File: config.mk
export PLATFORM = sky130hd
export DESIGN_NAME = counter_monitor_flat
export DESIGN_NICKNAME = d
export VERILOG_FILES = /design/src/rtl/counter_monitor_pkg.sv /design/src/rtl/counter_monitor_if.sv /design/src/rtl/counter_step_classifier.sv /design/src/rtl/counter_monitor.sv /design/src/flat_wrapper.sv
export SDC_FILE = /design/constraint.sdc
export NUM_CORES = 1
export LEC_CHECK = 0
export ABC_CLOCK_PERIOD_IN_PS = 3000
export BUFFER_PORTS_ARGS = -buffer_cell sky130_fd_sc_hd__buf_2
export CORE_MARGIN = 3
export CORE_UTILIZATION = 49
export DETAILED_ROUTE_END_ITERATION = 8
export GPL_TIMING_DRIVEN = 0
export PLACE_DENSITY = 0.77
export SETUP_SLACK_MARGIN = 0.2
export SLEW_MARGIN = 5
export SYNTH_ARGS = -nofsm -noshare
export SYNTH_HDL_FRONTEND = slang
export SYNTH_SLANG_ARGS = --single-unit
export TNS_END_PERCENT = 30
File: constraint.sdc
create_clock -name clk -period 3 [get_ports clk]
set_input_delay 0.75 -clock clk [delete_from_list [all_inputs] [get_ports clk]]
set_output_delay 0.75 -clock clk [all_outputs]
set_load 0.01 [all_outputs]
File: src/rtl/counter_monitor_pkg.sv
// Shared types and default widths for the counter monitor slice.
//   DEF_CNT_W / DEF_WRAP_W : default counter and wrap-accumulator widths
//   trk_state_e            : wrap tracker states
//   snap_state_e           : snapshot slot states
//   step_class_e           : classification of one counter step
package counter_monitor_pkg;

  localparam int unsigned DEF_CNT_W  = 8;
  localparam int unsigned DEF_WRAP_W = 16;

  typedef enum logic {
    UNPRIMED = 1'b0,
    TRACK    = 1'b1
  } trk_state_e;

  typedef enum logic {
    EMPTY = 1'b0,
    FULL  = 1'b1
  } snap_state_e;

  typedef enum logic [1:0] {
    HOLD    = 2'd0,
    UP      = 2'd1,
    DOWN    = 2'd2,
    ILLEGAL = 2'd3
  } step_class_e;

endpackage

File: src/rtl/counter_monitor_if.sv
// Snapshot handshake between the monitor (master) and a consumer (slave).
//   snap_req   : consumer asks for a capture of the extended position
//   snap_ack   : consumer accepts snap_data
//   snap_data  : captured extended position {wraps, count}
//   snap_valid : snap_data holds an unconsumed capture
//   snap_ovr   : sticky, a request was dropped while the slot was full
interface counter_monitor_if #(
  parameter int unsigned POS_W = counter_monitor_pkg::DEF_CNT_W + counter_monitor_pkg::DEF_WRAP_W
) ();

  logic             snap_req;
  logic             snap_ack;
  logic [POS_W-1:0] snap_data;
  logic             snap_valid;
  logic             snap_ovr;

  modport master (
    input  snap_req,
    input  snap_ack,
    output snap_data,
    output snap_valid,
    output snap_ovr
  );

  modport slave (
    output snap_req,
    output snap_ack,
    input  snap_data,
    input  snap_valid,
    input  snap_ovr
  );

endinterface

File: src/rtl/counter_step_classifier.sv
// Combinational classification of one counter step (prev -> count_in).
//   prev, count_in : previous and current counter samples
//   dir_in         : upstream direction, 1 = up
//   step_class_c   : HOLD / UP / DOWN / ILLEGAL (modulo 2^CNT_W)
//   wrap_up_c      : up step from max to 0
//   wrap_dn_c      : down step from 0 to max
//   dir_mismatch_c : step direction disagrees with dir_in
module counter_step_classifier
  import counter_monitor_pkg::*;
#(
  parameter int unsigned CNT_W = DEF_CNT_W
) (
  input  logic [CNT_W-1:0] prev,
  input  logic [CNT_W-1:0] count_in,
  input  logic             dir_in,
  output step_class_e      step_class_c,
  output logic             wrap_up_c,
  output logic             wrap_dn_c,
  output logic             dir_mismatch_c
);

  localparam logic [CNT_W-1:0] CNT_MAX = {CNT_W{1'b1}};

  logic [CNT_W-1:0] delta;

  // Modular difference; all-ones is a step of -1.
  assign delta = count_in - prev;

  always_comb begin
    step_class_c = ILLEGAL;
    if (delta == '0) begin
      step_class_c = HOLD;
    end else if (delta == CNT_W'(1)) begin
      step_class_c = UP;
    end else if (delta == CNT_MAX) begin
      step_class_c = DOWN;
    end
  end

  // A +1 step out of max necessarily lands on 0, and a -1 step out of 0 lands on max.
  assign wrap_up_c      = (step_class_c == UP)   && (prev == CNT_MAX);
  assign wrap_dn_c      = (step_class_c == DOWN) && (prev == '0);
  assign dir_mismatch_c = ((step_class_c == UP) && !dir_in) || ((step_class_c == DOWN) && dir_in);

endmodule

File: src/rtl/counter_monitor.sv
// Monitors an up/down counter: classifies steps, accumulates net wraps into an
// extended position, pulses on a match value and offers a one-entry snapshot.
//   clk, rst            : clock, asynchronous active-low reset
//   count_in, dir_in    : upstream counter value and direction
//   src_rst             : upstream counter reset, forces re-prime
//   clear               : clears wrap accumulator and sticky flags
//   match_val           : compare value for match_p
//   pos_out             : extended position {wraps, count}
//   wrap_up_p/wrap_dn_p : wrap pulses
//   match_p             : pulse on arrival at match_val
//   step_err            : sticky illegal-step flag
//   snap                : snapshot handshake (master side)
module counter_monitor #(
  parameter int unsigned CNT_W  = counter_monitor_pkg::DEF_CNT_W,
  parameter int unsigned WRAP_W = counter_monitor_pkg::DEF_WRAP_W
) (
  input  logic                    clk,
  input  logic                    rst,
  input  logic [CNT_W-1:0]        count_in,
  input  logic                    dir_in,
  input  logic                    src_rst,
  input  logic                    clear,
  input  logic [CNT_W-1:0]        match_val,
  output logic [WRAP_W+CNT_W-1:0] pos_out,
  output logic                    wrap_up_p,
  output logic                    wrap_dn_p,
  output logic                    match_p,
  output logic                    step_err,
  counter_monitor_if.master       snap
);
  import counter_monitor_pkg::*;

  localparam int unsigned POS_W = WRAP_W + CNT_W;
  localparam logic [WRAP_W-1:0] WRAP_MAX = {1'b0, {(WRAP_W-1){1'b1}}};
  localparam logic [WRAP_W-1:0] WRAP_MIN = {1'b1, {(WRAP_W-1){1'b0}}};

  trk_state_e        trk_q, trk_d;
  snap_state_e       snp_q, snp_d;
  logic [CNT_W-1:0]  prev_q;
  logic [WRAP_W-1:0] wraps_q, wraps_d;
  logic [POS_W-1:0]  pos_q, pos_d;
  logic [POS_W-1:0]  snap_data_q, snap_data_d;
  logic              wrap_up_q, wrap_up_d;
  logic              wrap_dn_q, wrap_dn_d;
  logic              match_q, match_d;
  logic              err_q, err_d;
  logic              snap_valid_q, snap_valid_d;
  logic              ovr_q, ovr_d;

  step_class_e       cls_c;
  logic              wrap_up_c, wrap_dn_c, dir_mismatch_c;

  counter_step_classifier #(
    .CNT_W (CNT_W)
  ) u_classifier (
    .prev           (prev_q),
    .count_in       (count_in),
    .dir_in         (dir_in),
    .step_class_c   (cls_c),
    .wrap_up_c      (wrap_up_c),
    .wrap_dn_c      (wrap_dn_c),
    .dir_mismatch_c (dir_mismatch_c)
  );

  // Next-state and output logic for tracker, accumulator, flags and snapshot.
  always_comb begin
    trk_d        = trk_q;
    snp_d        = snp_q;
    wraps_d      = wraps_q;
    err_d        = err_q;
    ovr_d        = ovr_q;
    snap_data_d  = snap_data_q;
    snap_valid_d = snap_valid_q;
    wrap_up_d    = 1'b0;
    wrap_dn_d    = 1'b0;
    match_d      = 1'b0;

    if (src_rst) begin
      trk_d   = UNPRIMED;
      wraps_d = '0;
    end else if (trk_q == UNPRIMED) begin
      trk_d = TRACK;
    end else begin
      wrap_up_d = wrap_up_c;
      wrap_dn_d = wrap_dn_c;
      match_d   = (count_in == match_val) && (count_in != prev_q);
      if ((cls_c == ILLEGAL) || dir_mismatch_c) begin
        err_d = 1'b1;
      end
      // Saturate rather than wrap the accumulator at its signed limits.
      if (wrap_up_c && (wraps_q != WRAP_MAX)) begin
        wraps_d = wraps_q + WRAP_W'(1);
      end else if (wrap_dn_c && (wraps_q != WRAP_MIN)) begin
        wraps_d = wraps_q - WRAP_W'(1);
      end
    end

    if (clear) begin
      wraps_d = '0;
      err_d   = 1'b0;
    end

    pos_d = {wraps_d, count_in};

    case (snp_q)
      EMPTY: begin
        if (snap.snap_req) begin
          snap_data_d  = pos_d;
          snap_valid_d = 1'b1;
          snp_d        = FULL;
        end
      end
      FULL: begin
        if (snap.snap_ack && snap.snap_req) begin
          snap_data_d = pos_d;
        end else if (snap.snap_ack) begin
          snap_valid_d = 1'b0;
          snp_d        = EMPTY;
        end else if (snap.snap_req) begin
          ovr_d = 1'b1;
        end
      end
      default: snp_d = EMPTY;
    endcase

    if (clear) begin
      ovr_d = 1'b0;
    end
  end

  // State and output registers.
  always_ff @(posedge clk or negedge rst) begin
    if (!rst) begin
      trk_q        <= UNPRIMED;
      snp_q        <= EMPTY;
      prev_q       <= '0;
      wraps_q      <= '0;
      pos_q        <= '0;
      snap_data_q  <= '0;
      wrap_up_q    <= 1'b0;
      wrap_dn_q    <= 1'b0;
      match_q      <= 1'b0;
      err_q        <= 1'b0;
      snap_valid_q <= 1'b0;
      ovr_q        <= 1'b0;
    end else begin
      trk_q        <= trk_d;
      snp_q        <= snp_d;
      prev_q       <= count_in;
      wraps_q      <= wraps_d;
      pos_q        <= pos_d;
      snap_data_q  <= snap_data_d;
      wrap_up_q    <= wrap_up_d;
      wrap_dn_q    <= wrap_dn_d;
      match_q      <= match_d;
      err_q        <= err_d;
      snap_valid_q <= snap_valid_d;
      ovr_q        <= ovr_d;
    end
  end

  assign pos_out         = pos_q;
  assign wrap_up_p       = wrap_up_q;
  assign wrap_dn_p       = wrap_dn_q;
  assign match_p         = match_q;
  assign step_err        = err_q;
  assign snap.snap_data  = snap_data_q;
  assign snap.snap_valid = snap_valid_q;
  assign snap.snap_ovr   = ovr_q;

endmodule
File: src/flat_wrapper.sv
// flat-port wrapper written by rule: the top's interface ports become plain ports
module counter_monitor_flat import counter_monitor_pkg::*;
#(
  parameter int unsigned CNT_W  = counter_monitor_pkg::DEF_CNT_W,
  parameter int unsigned WRAP_W = counter_monitor_pkg::DEF_WRAP_W
)
  (clk, rst, count_in, dir_in, src_rst, clear, match_val, pos_out, wrap_up_p, wrap_dn_p, match_p, step_err, snap_snap_req, snap_snap_ack, snap_snap_data, snap_snap_valid, snap_snap_ovr);
  counter_monitor_if snap_i ();
  input  logic clk;
  input  logic rst;
  input  logic [CNT_W-1:0] count_in;
  input  logic dir_in;
  input  logic src_rst;
  input  logic clear;
  input  logic [CNT_W-1:0] match_val;
  output logic [WRAP_W+CNT_W-1:0] pos_out;
  output logic wrap_up_p;
  output logic wrap_dn_p;
  output logic match_p;
  output logic step_err;
  input wire logic [$bits(snap_i.snap_req)-1:0] snap_snap_req;
  input wire logic [$bits(snap_i.snap_ack)-1:0] snap_snap_ack;
  output wire logic [$bits(snap_i.snap_data)-1:0] snap_snap_data;
  output wire logic [$bits(snap_i.snap_valid)-1:0] snap_snap_valid;
  output wire logic [$bits(snap_i.snap_ovr)-1:0] snap_snap_ovr;
  assign snap_i.snap_req = snap_snap_req;
  assign snap_i.snap_ack = snap_snap_ack;
  assign snap_snap_data = snap_i.snap_data;
  assign snap_snap_valid = snap_i.snap_valid;
  assign snap_snap_ovr = snap_i.snap_ovr;
  counter_monitor #(.CNT_W(CNT_W), .WRAP_W(WRAP_W)) u_core (.clk(clk), .rst(rst), .count_in(count_in), .dir_in(dir_in), .src_rst(src_rst), .clear(clear), .match_val(match_val), .pos_out(pos_out), .wrap_up_p(wrap_up_p), .wrap_dn_p(wrap_dn_p), .match_p(match_p), .step_err(step_err), .snap(snap_i));
endmodule
Word-level counts from Yosys, hierarchy flattened
Index checks and enable logic that the tools add are counted.
{ "word_totals": {"regBits": 80, "input_bits": 23, "output_inout_bits": 54, "word_cells": 88} }
{ "op_classes": {"eq_ne": 17, "n_mux": 34, "bitwise": 1, "reduce_logical": 21, "add_sub_neg": 3} }
{ "ops": {"columns": ["cell", "n"], "rows": [
  ["16-bit two-way mux", 5],
  ["24-bit two-way mux", 2],
  ["24-bit one-hot mux with 2 select lines", 1],
  ["1-bit two-way mux", 22],
  ["16-bit by 1-bit adder with 16-bit output, second input constant", 1],
  ["8-bit equality test, second input constant", 2],
  ["8-bit logical NOT", 2],
  ["16-bit by 15-bit inequality test with 1-bit output, second input constant", 1],
  ["16-bit inequality test, second input constant", 1],
  ["16-bit by 1-bit subtractor with 16-bit output, second input constant", 1],
  ["2-bit inequality test, second input constant", 6],
  ["8-bit by 1-bit equality test with 1-bit output, second input constant", 1],
  ["8-bit equality test", 1],
  ["1-bit logical AND", 8],
  ["8-bit inequality test", 1],
  ["2-bit nonzero test", 4],
  ["8-bit subtractor", 1],
  ["3-bit AND reduction", 2],
  ["2-bit equality test, second input constant", 2],
  ["2-bit two-way mux", 2],
  ["1-bit one-hot mux with 2 select lines", 2],
  ["4-bit AND reduction", 1],
  ["2-bit by 1-bit equality test with 1-bit output, second input constant", 1],
  ["1-bit logical OR", 2],
  ["other kinds (4)", 4]
]} }

Depth between registers and ports, before layout
Gate-level depths: netlist of run 1.
{ "depth": {"depth_word": 15, "ltp_mapped": 13, "depth_no_buf": 12} }

Modules after synthesis
From an unflattened synthesis of run 1, not the netlist that was laid out.
{ "hier_totals": {"cells_unflattened": 343, "hier_area_um2": 3326.9} }
{ "modules_own_cells": {"columns": ["module", "n_inst", "area_each_um2", "cells_each", "seq_area_each_um2"], "rows": [
  ["counter_monitor", 1, 2857.7, 282, 1401.3],
  ["counter_step_classifier", 1, 469.2, 61, 0.0]
]} }

Worst setup path after synthesis of run 1
Ideal clock, no wire load.
{ "synth_path": {"path_type": "input to register", "from": "input port count_in[0]", "to": "register u_core.wraps_q[8]", "cell_stages": 13, "t_required_ns": 2.880, "path_slack_ns": -0.449, "path_buffers": 1, "setup_ns": 0.120, "arrival_ns": 3.329, "cell_sequence": "inv_1 -> ha_1 -> inv_1 -> fa_1 -> a211oi_1 -> nor2_1 -> a211o_1 -> or3b_1 -> buf_2 -> nor3_1 -> a22o_1 -> a21oi_1 -> a31o_2"} }
{ "synth_between": {"elab_chain_cells": 13, "word_cells_on_any_way": 18, "classes_between": "add/sub: 1; eq/ne: 4; mux: 8; reduce/logical: 5"} }
{ "synth_lines": {"columns": ["item", "line_no", "text"], "rows": [
  ["start: declaration", "flat_wrapper.sv:11", "input logic [CNT_W-1:0] count_in;"],
  ["8-bit subtractor *", "counter_step_classifier.sv:27", "assign delta = count_in - prev;"],
  ["8-bit equality test", "counter_step_classifier.sv:35", "end else if (delta == CNT_MAX) begin"],
  ["1-bit two-way mux", "counter_step_classifier.sv:35", null],
  ["2-bit two-way mux", "counter_step_classifier.sv:33", "end else if (delta == CNT_W'(1)) begin"],
  ["2-bit two-way mux *", "counter_step_classifier.sv:31", "if (delta == '0) begin"],
  ["2-bit equality test", "counter_step_classifier.sv:42", "assign wrap_dn_c = (step_class_c == DOWN) && (prev == '0);"],
  ["1-bit logical AND", "counter_step_classifier.sv:42", null],
  ["1-bit logical AND", "counter_monitor.sv:93", "end else if (wrap_dn_c && (wraps_q != WRAP_MIN)) begin"],
  ["16-bit two-way mux", "counter_monitor.sv:93", null],
  ["16-bit two-way mux *", "counter_monitor.sv:91", "if (wrap_up_c && (wraps_q != WRAP_MAX)) begin"],
  ["16-bit two-way mux *", "counter_monitor.sv:81", "end else if (trk_q == UNPRIMED) begin"],
  ["16-bit two-way mux *", "counter_monitor.sv:78", "if (src_rst) begin"],
  ["16-bit two-way mux *", "counter_monitor.sv:98", "if (clear) begin"],
  ["end signal: assignment", "counter_monitor.sv:150", "wraps_q <= wraps_d;"],
  ["end: declaration", "counter_monitor.sv:40", "logic [WRAP_W-1:0] wraps_q, wraps_d;"]
]} }
Every way passes the cells marked *; elsewhere a longest branch is shown, timed or not.
A chain may end at the register's enable or synchronous reset.

Worst setup path after layout of run 1
Same ends and word-level chain as after synthesis.

==> results.json, run 1 <==
{
  "synth_edf_count": 0,
  "synth_compound_area_share_pct": 14.6,
  "power_density_nw_per_um2": 348,
  "grt_max_degree": 57,
  "crit_start": "count_in[0]",
  "synth_warnings": 0,
  "ant_nets": 0,
  "violations": "setup timing",
  "synth_cells": 388,
  "cp-start-kind": "input pin",
  "postPlaceCellArea_um2": 4010,
  "port_buffers": 76,
  "crit_path_end_kind": "flop",
  "vias_per_cell": 5.89,
  "synth_nets": 423,
  "grt_first_pass_wirelength_um": 16100,
  "via_count": 3477,
  "area_growth_pct": 33.2,
  "drc": 0,
  "setup_tns_ns": -4.33,
  "cts_hold_buf": 0,
  "clockRootBuffer": "clkbuf_8",
  "ioPinCount": 77,
  "p_leak_nw": 2.11,
  "multi_input_area_um2": 2150,
  "grt-ovfl-total": 0,
  "synth_mux_area_share_pct": 1.17,
  "clkLatencyLatePin_ns": 0.31,
  "gp_congestion": 0.902,
  "initial_core_util_pct": 52.0,
  "synthSimpleGateAreaFrac_pct": 28.4,
  "ir_drop_mv": 0.189,
  "grt_usage_pct": 25.8,
  "n_antenna_cell": 0,
  "wl_per_cell_um": 17.3,
  "cp.required_ns": 3.21,
  "die_width_um": 89.5,
  "dp_hpwl_um": 6870,
  "synth_seq_cells": 56,
  "fmax_mhz": 304,
  "first_iter_violations": 143,
  "setup_violations": 30,
  "synthDistinctLibCells": 61,
  "hold_path_class": "input pin to asynchronous set/reset pin",
  "antenna_found_initial": 0,
  "cts_buffers": 5,
  "clock-sinks": 56,
  "die_y_um": 89.5,
  "die_area_um2": 8010,
  "seq_area_um2": 1400,
  "status": "finished, violations left",
  "clk_pin_slew_ns": 0.11,
  "firstDrtPassIters": 5,
  "utilization_pct": 69.3,
  "wirelength_um": 10200,
  "synth_xor_area_share_pct": 5.38,
  "slew_viol_final": 0,
  "fill_cells": 542,
  "h-tree-depth": 2,
  "yosysSeqAreaShare_pct": 41.0,
  "coreArea_um2": 6570,
  "final_area_um2": 4550,
  "maxCapViolations": 0,
  "drive_gt1_share_pct": 33.8,
  "grt_pass1_vias": 3281,
  "netlist_area_um2": 3420,
  "ys.flop_type": "dfrtp_1",
  "rsz0062_at_grt": "true",
  "hold_violations": 0,
  "synthAdderAreaFrac_pct": 4.61,
  "slew_headroom_pct": 53.0,
  "layout_common_cells": "buf_2, dfrtp_1, nand2_1",
  "finalCritPeriodShare_pct": 110,
  "path_class": "input pin to flop",
  "hold_ws_ns": 0.468,
  "tightest_slew_ns": 0.705,
  "pre_cts_slack_ns": -0.718,
  "critical_path_arrival_ns": 3.50,
  "cts_tree": "yes",
  "async_flop_share_pct": 100,
  "cts_buffer_depth": 2,
  "rows": 29,
  "syn_area_per_cell_um2": 8.81,
  "period_minus_slack_ns": 3.29,
  "synth_top_family_by_area": "simple AND/OR/NAND/NOR gates",
  "final_nets": 531,
  "fin_skew_ns": 0.0101,
  "worst_slack_ns": -0.289,
  "crit_fanout": 5,
  "r2r_start": "u_core.prev_q[0]$_DFF_PN0_",
  "final_common_cell": "buf_2"
}
synth_stat cells (all sizes together) (4+ instances only):
| cell | count | share of area, % |
|---|---|---|
| nor2 | 32 | 4.0 |
| dfrtp | 56 | 41 |
| or3 | 10 | 2.0 |
| mux2i | 4 | 1.2 |
| buf | 6 | 1.2 |
| or4 | 4 | 1.1 |
| and3 | 7 | 1.4 |
| nand4 | 9 | 1.6 |
| a21oi | 12 | 1.8 |
| nor4 | 14 | 3.0 |
| xor2 | 10 | 2.6 |
| nand2 | 51 | 5.6 |
| xnor2 | 11 | 2.8 |
| nor3 | 22 | 3.4 |
| ha | 11 | 4.0 |
| inv | 20 | 2.2 |
| nand3 | 12 | 1.8 |
| o2111ai | 4 | 1.2 |
| nand3b | 5 | 1.1 |
| o21ai | 25 | 3.8 |
| clkbuf | 12 | 1.3 |
through the flow:
stage	std cells	total power [mW]
2_1_floorplan	388	0.977
3_3_place_gp	557	1.08
3_5_place_dp	557	1.09
4_1_cts	584	1.55
5_1_grt	590	1.65
6_report	590	1.58
registers in the layout, summed over array words and instances (netlist names), 2 cells and up:
name / flops
u_core.prev_q: 7
u_core.pos_out: 2
u_core.snap.snap_data: 24
u_core.wraps_q: 15
path summary, 6_finish.rpt:
check | endpoint | slack, ns | cells after the start
min | u_core.match_p$_DFF_PN0_ | 0.47 | 1
max in group asynchronous | u_core.snap.snap_data[0]$_DFFE_PN0P_ | 2.05 | 1
max | u_core.wraps_q[8]$_DFF_PN0_ | -0.29 | 14
min reg2reg | u_core.snap.snap_data[4]$_DFFE_PN0P_ | 0.49 | 2
max reg2reg | u_core.wraps_q[8]$_DFF_PN0_ | -0.22 | 12
min in group clk | u_core.snap.snap_data[4]$_DFFE_PN0P_ | 0.49 | 2
layer usage:
| layer | vias up | share of wire, % | GRT usage (%) |
|---|---|---|---|
| li1 | 1614 | - | - |
| met1 | 1685 | 43 | 34.7 |
| met2 | 154 | 49 | 43.2 |
| met3 | 24 | 5.8 | 3.04 |
| met4 | 0 | 2.2 | 8.39 |
| met5 | - | 0 | 0 |
final cells by class:
cell class,count,share of cell area [%]
Clock buffer,5,1.51
Timing Repair Buffer,100,13.1
Buffer,18,2.28
Tap cell,93,2.55
Sequential cell,56,30.8
Clock inverter,3,0.577
Inverter,20,1.92
Multi-Input combinational cell,295,47.3
worst max-delay path, stage by stage:
cell	delay (ns)
buf_12	0.11
inv_12	0.05
ha_4	0.12
inv_2	0.03
fa_2	0.37
a211oi_4	0.29
nor2_1	0.07
a211o_1	0.31
or3b_4	0.41
buf_8	0.15
nor3_4	0.26
a22o_1	0.26
a21oi_1	0.09
a31o_2	0.23
repair_timing:
action	4_1_cts	5_1_grt
resized for setup	24	23
endpoints found under the setup margin	35	35
buffers inserted	17	6
pin swaps	28	19
cloned	2	0
where the power goes:
group / switching [mW] / total [mW] / leakage, nW / internal (mW)
clock network: 0.268 / 0.439 / 0.0423 / 0.171
registers: 0.0176 / 0.797 / 0.742 / 0.779
logic: 0.205 / 0.349 / 1.32 / 0.145
total: 0.491 / 1.58 / 2.11 / 1.09
cells by family after synthesis:
kind of cell | after synthesis
adders and majority gates | 12
buffers and inverters | 38
muxes | 4
DFF | 56
xor gates and xnor gates | 21
AOI/OAI and AO/OA | 74
and+or+nand+nor | 183
(Power assumes the default switching activity.)
==> inputs of run 2 (changes only) <==
--- a/config.mk
+++ b/config.mk
@@ -7,7 +7,7 @@
 export LEC_CHECK = 0
 export ABC_CLOCK_PERIOD_IN_PS = 3000
 export BUFFER_PORTS_ARGS = -buffer_cell sky130_fd_sc_hd__buf_2
-export CORE_MARGIN = 3
+export CORE_MARGIN = 5
 export CORE_UTILIZATION = 49
 export DETAILED_ROUTE_END_ITERATION = 8
 export GPL_TIMING_DRIVEN = 0
==> run 2 against run 1 <==
  * Sequential share of layout area is 1.4 points lower
  * The run still ends with setup timing left
  * Fmax is 0.61% lower
  * Worst setup slack worse by 0.020 ns
  * Power is 3.0% higher
  * Global-route usage is 1.9 points lower
  * Worst hold slack worse by 0.0030 ns
==> results.json, run 2 (synthesis results as in run 1) <==
{
  "slew_viol_final": 0,
  "p_leak_nw": 2.20,
  "die_width_um": 93.5,
  "port_buffers": 76,
  "drive_gt1_share_pct": 36.3,
  "final_common_cell": "buf_2",
  "cp.required_ns": 3.25,
  "n_antenna_cell": 0,
  "power_density_nw_per_um2": 342,
  "path_cells": "buf_12, inv_12, ha_4, inv_2, fa_2, a211oi_4, nor2_1, a211o_1, or3b_4, buf_8, nor2_8, o21ai_4, or3_4, a21oi_2",
  "hold_path_class": "input pin to asynchronous set/reset pin",
  "utilization_pct": 70.3,
  "initial_core_util_pct": 50.3,
  "crit_path_end_kind": "flop",
  "largest_register_ffs": 24,
  "fin_skew_ns": 0.0160,
  "pre_cts_slack_ns": -0.736,
  "firstDrtPassIters": 4,
  "crit_fanout": 8,
  "wirelength_um": 10900,
  "grt_max_degree": 57,
  "hold_violations": 0,
  "final_nets": 547,
  "cts_buffers": 5,
  "dp_hpwl_um": 7090,
  "die_area_um2": 8750,
  "cts_buffer_depth": 2,
  "setup_violations": 34,
  "period_minus_slack_ns": 3.31,
  "antenna_found_initial": 0,
  "coreArea_um2": 6790,
  "ant_nets": 0,
  "r2r_start": "u_core.prev_q[0]$_DFF_PN0_",
  "via_count": 3593,
  "slowest_stage": "or3b_4",
  "slew_headroom_pct": 52.1,
  "status": "finished, violations left",
  "maxCapViolations": 0,
  "ioPinCount": 77,
  "h-tree-depth": 2,
  "dpl.cell_count": 560,
  "path_class": "input pin to flop",
  "instances_no_fill": 609,
  "grt_usage_pct": 23.9,
  "grt_pass1_vias": 3262,
  "cts_tree": "yes",
  "clock-sinks": 56,
  "layout_common_cells": "buf_2, dfrtp_1, nand2_1",
  "grt-ovfl-total": 0,
  "fmax_mhz": 302,
  "violations": "setup timing",
  "cts_hold_buf": 0,
  "grt_first_pass_wirelength_um": 16600,
  "drc": 0,
  "cp-start-kind": "input pin",
  "clk_pin_slew_ns": 0.12,
  "tightest_slew_ns": 0.718,
  "setup_tns_ns": -5.63,
  "rsz0062_at_grt": "true",
  "crit_start": "count_in[0]",
  "critical_path_arrival_ns": 3.56,
  "finalCritPeriodShare_pct": 110,
  "vias_per_cell": 5.90,
  "first_iter_violations": 266,
  "wl_per_cell_um": 17.9,
  "die_y_um": 93.5,
  "gp_congestion": 0.927,
  "slowest_delay_ns": 0.40,
  "ir_drop_mv": 0.187,
  "area_growth_pct": 39.7,
  "worst_slack_ns": -0.309,
  "clockRootBuffer": "clkbuf_8",
  "rows": 30,
  "clkLatencyLatePin_ns": 0.33
}
==> run 2: worst max-delay path, delay by kind of cell <==
kind                     cells  cell delay (ns)
adder cells (fa/ha/maj)      2             0.49
AND/OR/NAND/NOR              4             1.08
AO/OA/AOI/OAI                4             0.89
buffers and inverters        4             0.36
==> run 2: worst paths after layout <==
check,cells after the start,to,slack [ns]
max reg2reg,12,u_core.wraps_q[13]$_DFF_PN0_,-0.27
min in group clk,1,u_core.snap.snap_valid$_DFFE_PN0P_,0.48
min reg2reg,1,u_core.snap.snap_valid$_DFFE_PN0P_,0.48
min,1,u_core.wrap_dn_p$_DFF_PN0_,0.46
max in group asynchronous,1,u_core.wraps_q[0]$_DFF_PN0_,2.05
max,14,u_core.wraps_q[13]$_DFF_PN0_,-0.31
==> run 2: area by class of cell <==
type                            instances  area, um2
Multi-Input combinational cell        295       2170
Fill cell                             505       2020
Sequential cell                        56       1400
Timing Repair Buffer                  116        798
Tap cell                               96        120
Buffer                                 18        104
Inverter                               20       87.6
Clock buffer                            5       68.8
Clock inverter                          3       27.5
==> run 2: what timing repair did <==
action                                  CTS  global route
setup buffers                            24            16
resized for setup                        26            50
pin swaps                                25            33
cloned                                    1             0
endpoints found under the setup margin   35            36
==> run 2: metrics by stage <==
stage / power, mW / cell area [um2] / hold WS (ns)
6_report: 1.63 / 4780 / 0.465
5_1_grt: 1.70 / 4780 / 0.514
4_1_cts: 1.58 / 4460 / 0.486
3_5_place_dp: 1.08 / 4010 / 0.462
3_3_place_gp: 1.08 / 4010 / 0.456
2_1_floorplan: 0.977 / 3510 / 0.438
==> run 2: where the power goes <==
group / internal (mW) / switching [mW]
registers: 0.779 / 0.0153
clock network: 0.172 / 0.284
logic: 0.166 / 0.217
total: 1.12 / 0.516
==> run 2: per-layer routing <==
layer | up-vias | track usage, % | share of wire [%]
met5 | - | 0 | 0
met4 | 0 | 4.88 | 2.5
met3 | 27 | 3.94 | 6.2
met2 | 170 | 42.6 | 52
met1 | 1747 | 30.4 | 40
li1 | 1649 | - | -
==> inputs of run 3 (changes only) <==
--- a/config.mk
+++ b/config.mk
@@ -11,7 +11,7 @@
 export CORE_UTILIZATION = 49
 export DETAILED_ROUTE_END_ITERATION = 8
 export GPL_TIMING_DRIVEN = 0
-export PLACE_DENSITY = 0.77
+export PLACE_DENSITY = 0.76
 export SETUP_SLACK_MARGIN = 0.2
 export SLEW_MARGIN = 5
 export SYNTH_ARGS = -nofsm -noshare
==> run 3 against run 2 <==
  * Register-to-register slack lost 0.03 ns
  * First-iteration DRC count shrank 7.5%
  * Final cell count shrank 1.8%
  * Die area is the same
  * The run still ends with setup timing left
  * Design area shrank 2.1%
  * Sequential cell count is the same
  * Non-clock buffer count shrank 11
  * Worst hold slack gained 0.0090 ns
  * Via count shrank 3.6%
  * Clock power shrank 2%
  * Critical path depth shrank 3
==> results.json, run 3 (synthesis results as in run 1) <==
{
  "hold_violations": 0,
  "path_class": "flop to flop",
  "die_width_um": 93.5,
  "status": "finished, violations left",
  "area_growth_pct": 36.7,
  "p_sw_share_pct": 31.2,
  "die_y_um": 93.5,
  "cp-start-kind": "flop",
  "drc": 0,
  "setup_violations": 30,
  "clock-sinks": 56,
  "utilization_pct": 68.8,
  "ant_nets": 0,
  "crit_fanout": 6,
  "cts_buffers": 5,
  "final_nets": 536,
  "worst_slack_ns": -0.296,
  "dpl.cell_count": 560,
  "gp_congestion": 0.942,
  "ioPinCount": 77,
  "rows": 30,
  "clockRootBuffer": "clkbuf_8",
  "wirelength_um": 10400,
  "clkPwrFrac_pct": 27.7,
  "p_int_mw": 1.11,
  "power_frac_seq_pct": 49.2,
  "cp.required_ns": 3.24,
  "setup_tns_ns": -4.50,
  "antenna_found_initial": 0,
  "cts_buffer_depth": 2,
  "violations": "setup timing",
  "switchingPower_mw": 0.504,
  "grt-ovfl-total": 0,
  "slowest_stage": "or4_1",
  "cts_tree": "yes",
  "maxCapViolations": 0,
  "fmax_mhz": 303,
  "firstDrtPassIters": 5,
  "layout_common_cells": "buf_2, dfrtp_1, nand2_1",
  "crit_path_end_kind": "flop",
  "vias_per_cell": 5.79,
  "ir_drop_mv": 0.234,
  "rsz0062_at_grt": "true",
  "grt_max_degree": 57,
  "period_minus_slack_ns": 3.30,
  "hold_path_class": "input pin to asynchronous set/reset pin",
  "via_count": 3464,
  "slew_headroom_pct": 51.9,
  "instances_no_fill": 598,
  "clk_pin_slew_ns": 0.11,
  "comb_power_share_pct": 23.1,
  "port_buffers": 76,
  "fin_skew_ns": 0.00893,
  "grt_usage_pct": 23.1,
  "power_density_nw_per_um2": 346,
  "largest_register_ffs": 24,
  "initial_core_util_pct": 50.3,
  "final_common_cell": "buf_2",
  "finalCritPeriodShare_pct": 110,
  "clkLatencyLatePin_ns": 0.32,
  "critical_path_arrival_ns": 3.54,
  "hold_ws_ns": 0.474,
  "h-tree-depth": 2,
  "first_iter_violations": 246,
  "cts_hold_buf": 0,
  "wl_per_cell_um": 17.4,
  "coreArea_um2": 6790,
  "grt_pass1_vias": 3299,
  "tightest_slew_ns": 0.721,
  "slew_viol_final": 0,
  "total_power_mw": 1.62,
  "dp_hpwl_um": 6970,
  "rr_worst_depth": 11,
  "drive_gt1_share_pct": 35.3,
  "slowest_delay_ns": 0.54,
  "path_cells": "inv_1, ha_4, nand4_1, a211oi_4, or4_1, a2111o_1, buf_6, nor4_4, o21ai_4, or3_1, a21oi_1",
  "n_antenna_cell": 0,
  "p_leak_nw": 2.16,
  "die_area_um2": 8750,
  "grt_first_pass_wirelength_um": 16200
}
## run 3: cell count changes in the layout (fill, tap and decap cells not counted), moves of 3 or more
cell	delta
buf_6	-11
o21ai_1	+5
o21ai_0	-4
nor2_4	+3
o2111ai_1	-3
o2111ai_2	+3
## run 3: what timing repair did
action	CTS	global route
setup endpoints to repair	35	35
gates resized for setup	33	39
pin swaps	31	33
cloned	1	0
buffers inserted	17	12
## run 3: final timing paths
kind	slack, ns	to	start
min	0.47	u_core.wrap_dn_p$_DFF_PN0_	rst
max reg2reg	-0.30	u_core.wraps_q[11]$_DFF_PN0_	u_core.prev_q[6]$_DFF_PN0_
max	-0.30	u_core.wraps_q[11]$_DFF_PN0_	u_core.prev_q[6]$_DFF_PN0_
min reg2reg	0.49	u_core.snap.snap_valid$_DFFE_PN0P_	u_core.snp_q$_DFF_PN0_
min in group clk	0.49	u_core.snap.snap_valid$_DFFE_PN0P_	u_core.snp_q$_DFF_PN0_
max in group asynchronous	2.04	u_core.snap.snap_data[13]$_DFFE_PN0P_	rst
## run 3: worst max-delay path, delay by kind of cell, from the launching register on
kind	cells	cell delay, ns
AOI/OAI and AO/OA	4	0.83
adders and majority gates	1	0.26
and+or+nand+nor	4	1.44
DFF	1	0.44
buffers and inverters	2	0.24
## run 3: power groups by stage
| stage | sequential, mW | clock (mW) | combinational, mW |
|---|---|---|---|
| 3_5_place_dp | 0.811 | 0 | 0.275 |
| 4_1_cts | 0.796 | 0.456 | 0.327 |
| 6_report | 0.795 | 0.447 | 0.374 |
| 2_1_floorplan | 0.820 | 0 | 0.157 |
| 3_3_place_gp | 0.810 | 0 | 0.268 |
| 5_1_grt | 0.799 | 0.486 | 0.411 |
## run 3: metal layers
layer	GRT usage, %	share of wire [%]	vias up	wire length (um)
met5	0	0	-	0
met4	5.74	2.2	0	226
met3	3.06	6.0	28	625
met2	40.1	51	149	5290
met1	30.4	41	1664	4300
li1	-	-	1623	-
## run 3: final cells by class
| class | instances | area (um2) |
|---|---|---|
| flip-flops and latches | 56 | 1400 |
| clock inverters | 3 | 27.5 |
| clock buffers | 5 | 68.8 |
| repair buffers | 105 | 678 |
| multi-input cells | 295 | 2190 |
| well taps | 96 | 120 |
| inverters | 20 | 87.6 |
| fillers | 532 | 2120 |
| plain buffers | 18 | 100 |
## run 3: per-stage QoR
stage	setup WS [ns]	cell area [um2]
global route	-0.398	4670
detailed placement	-0.707	4010
finish	-0.296	4670
CTS	-0.151	4430
global placement	-0.661	4010
floorplan	-0.258	3510
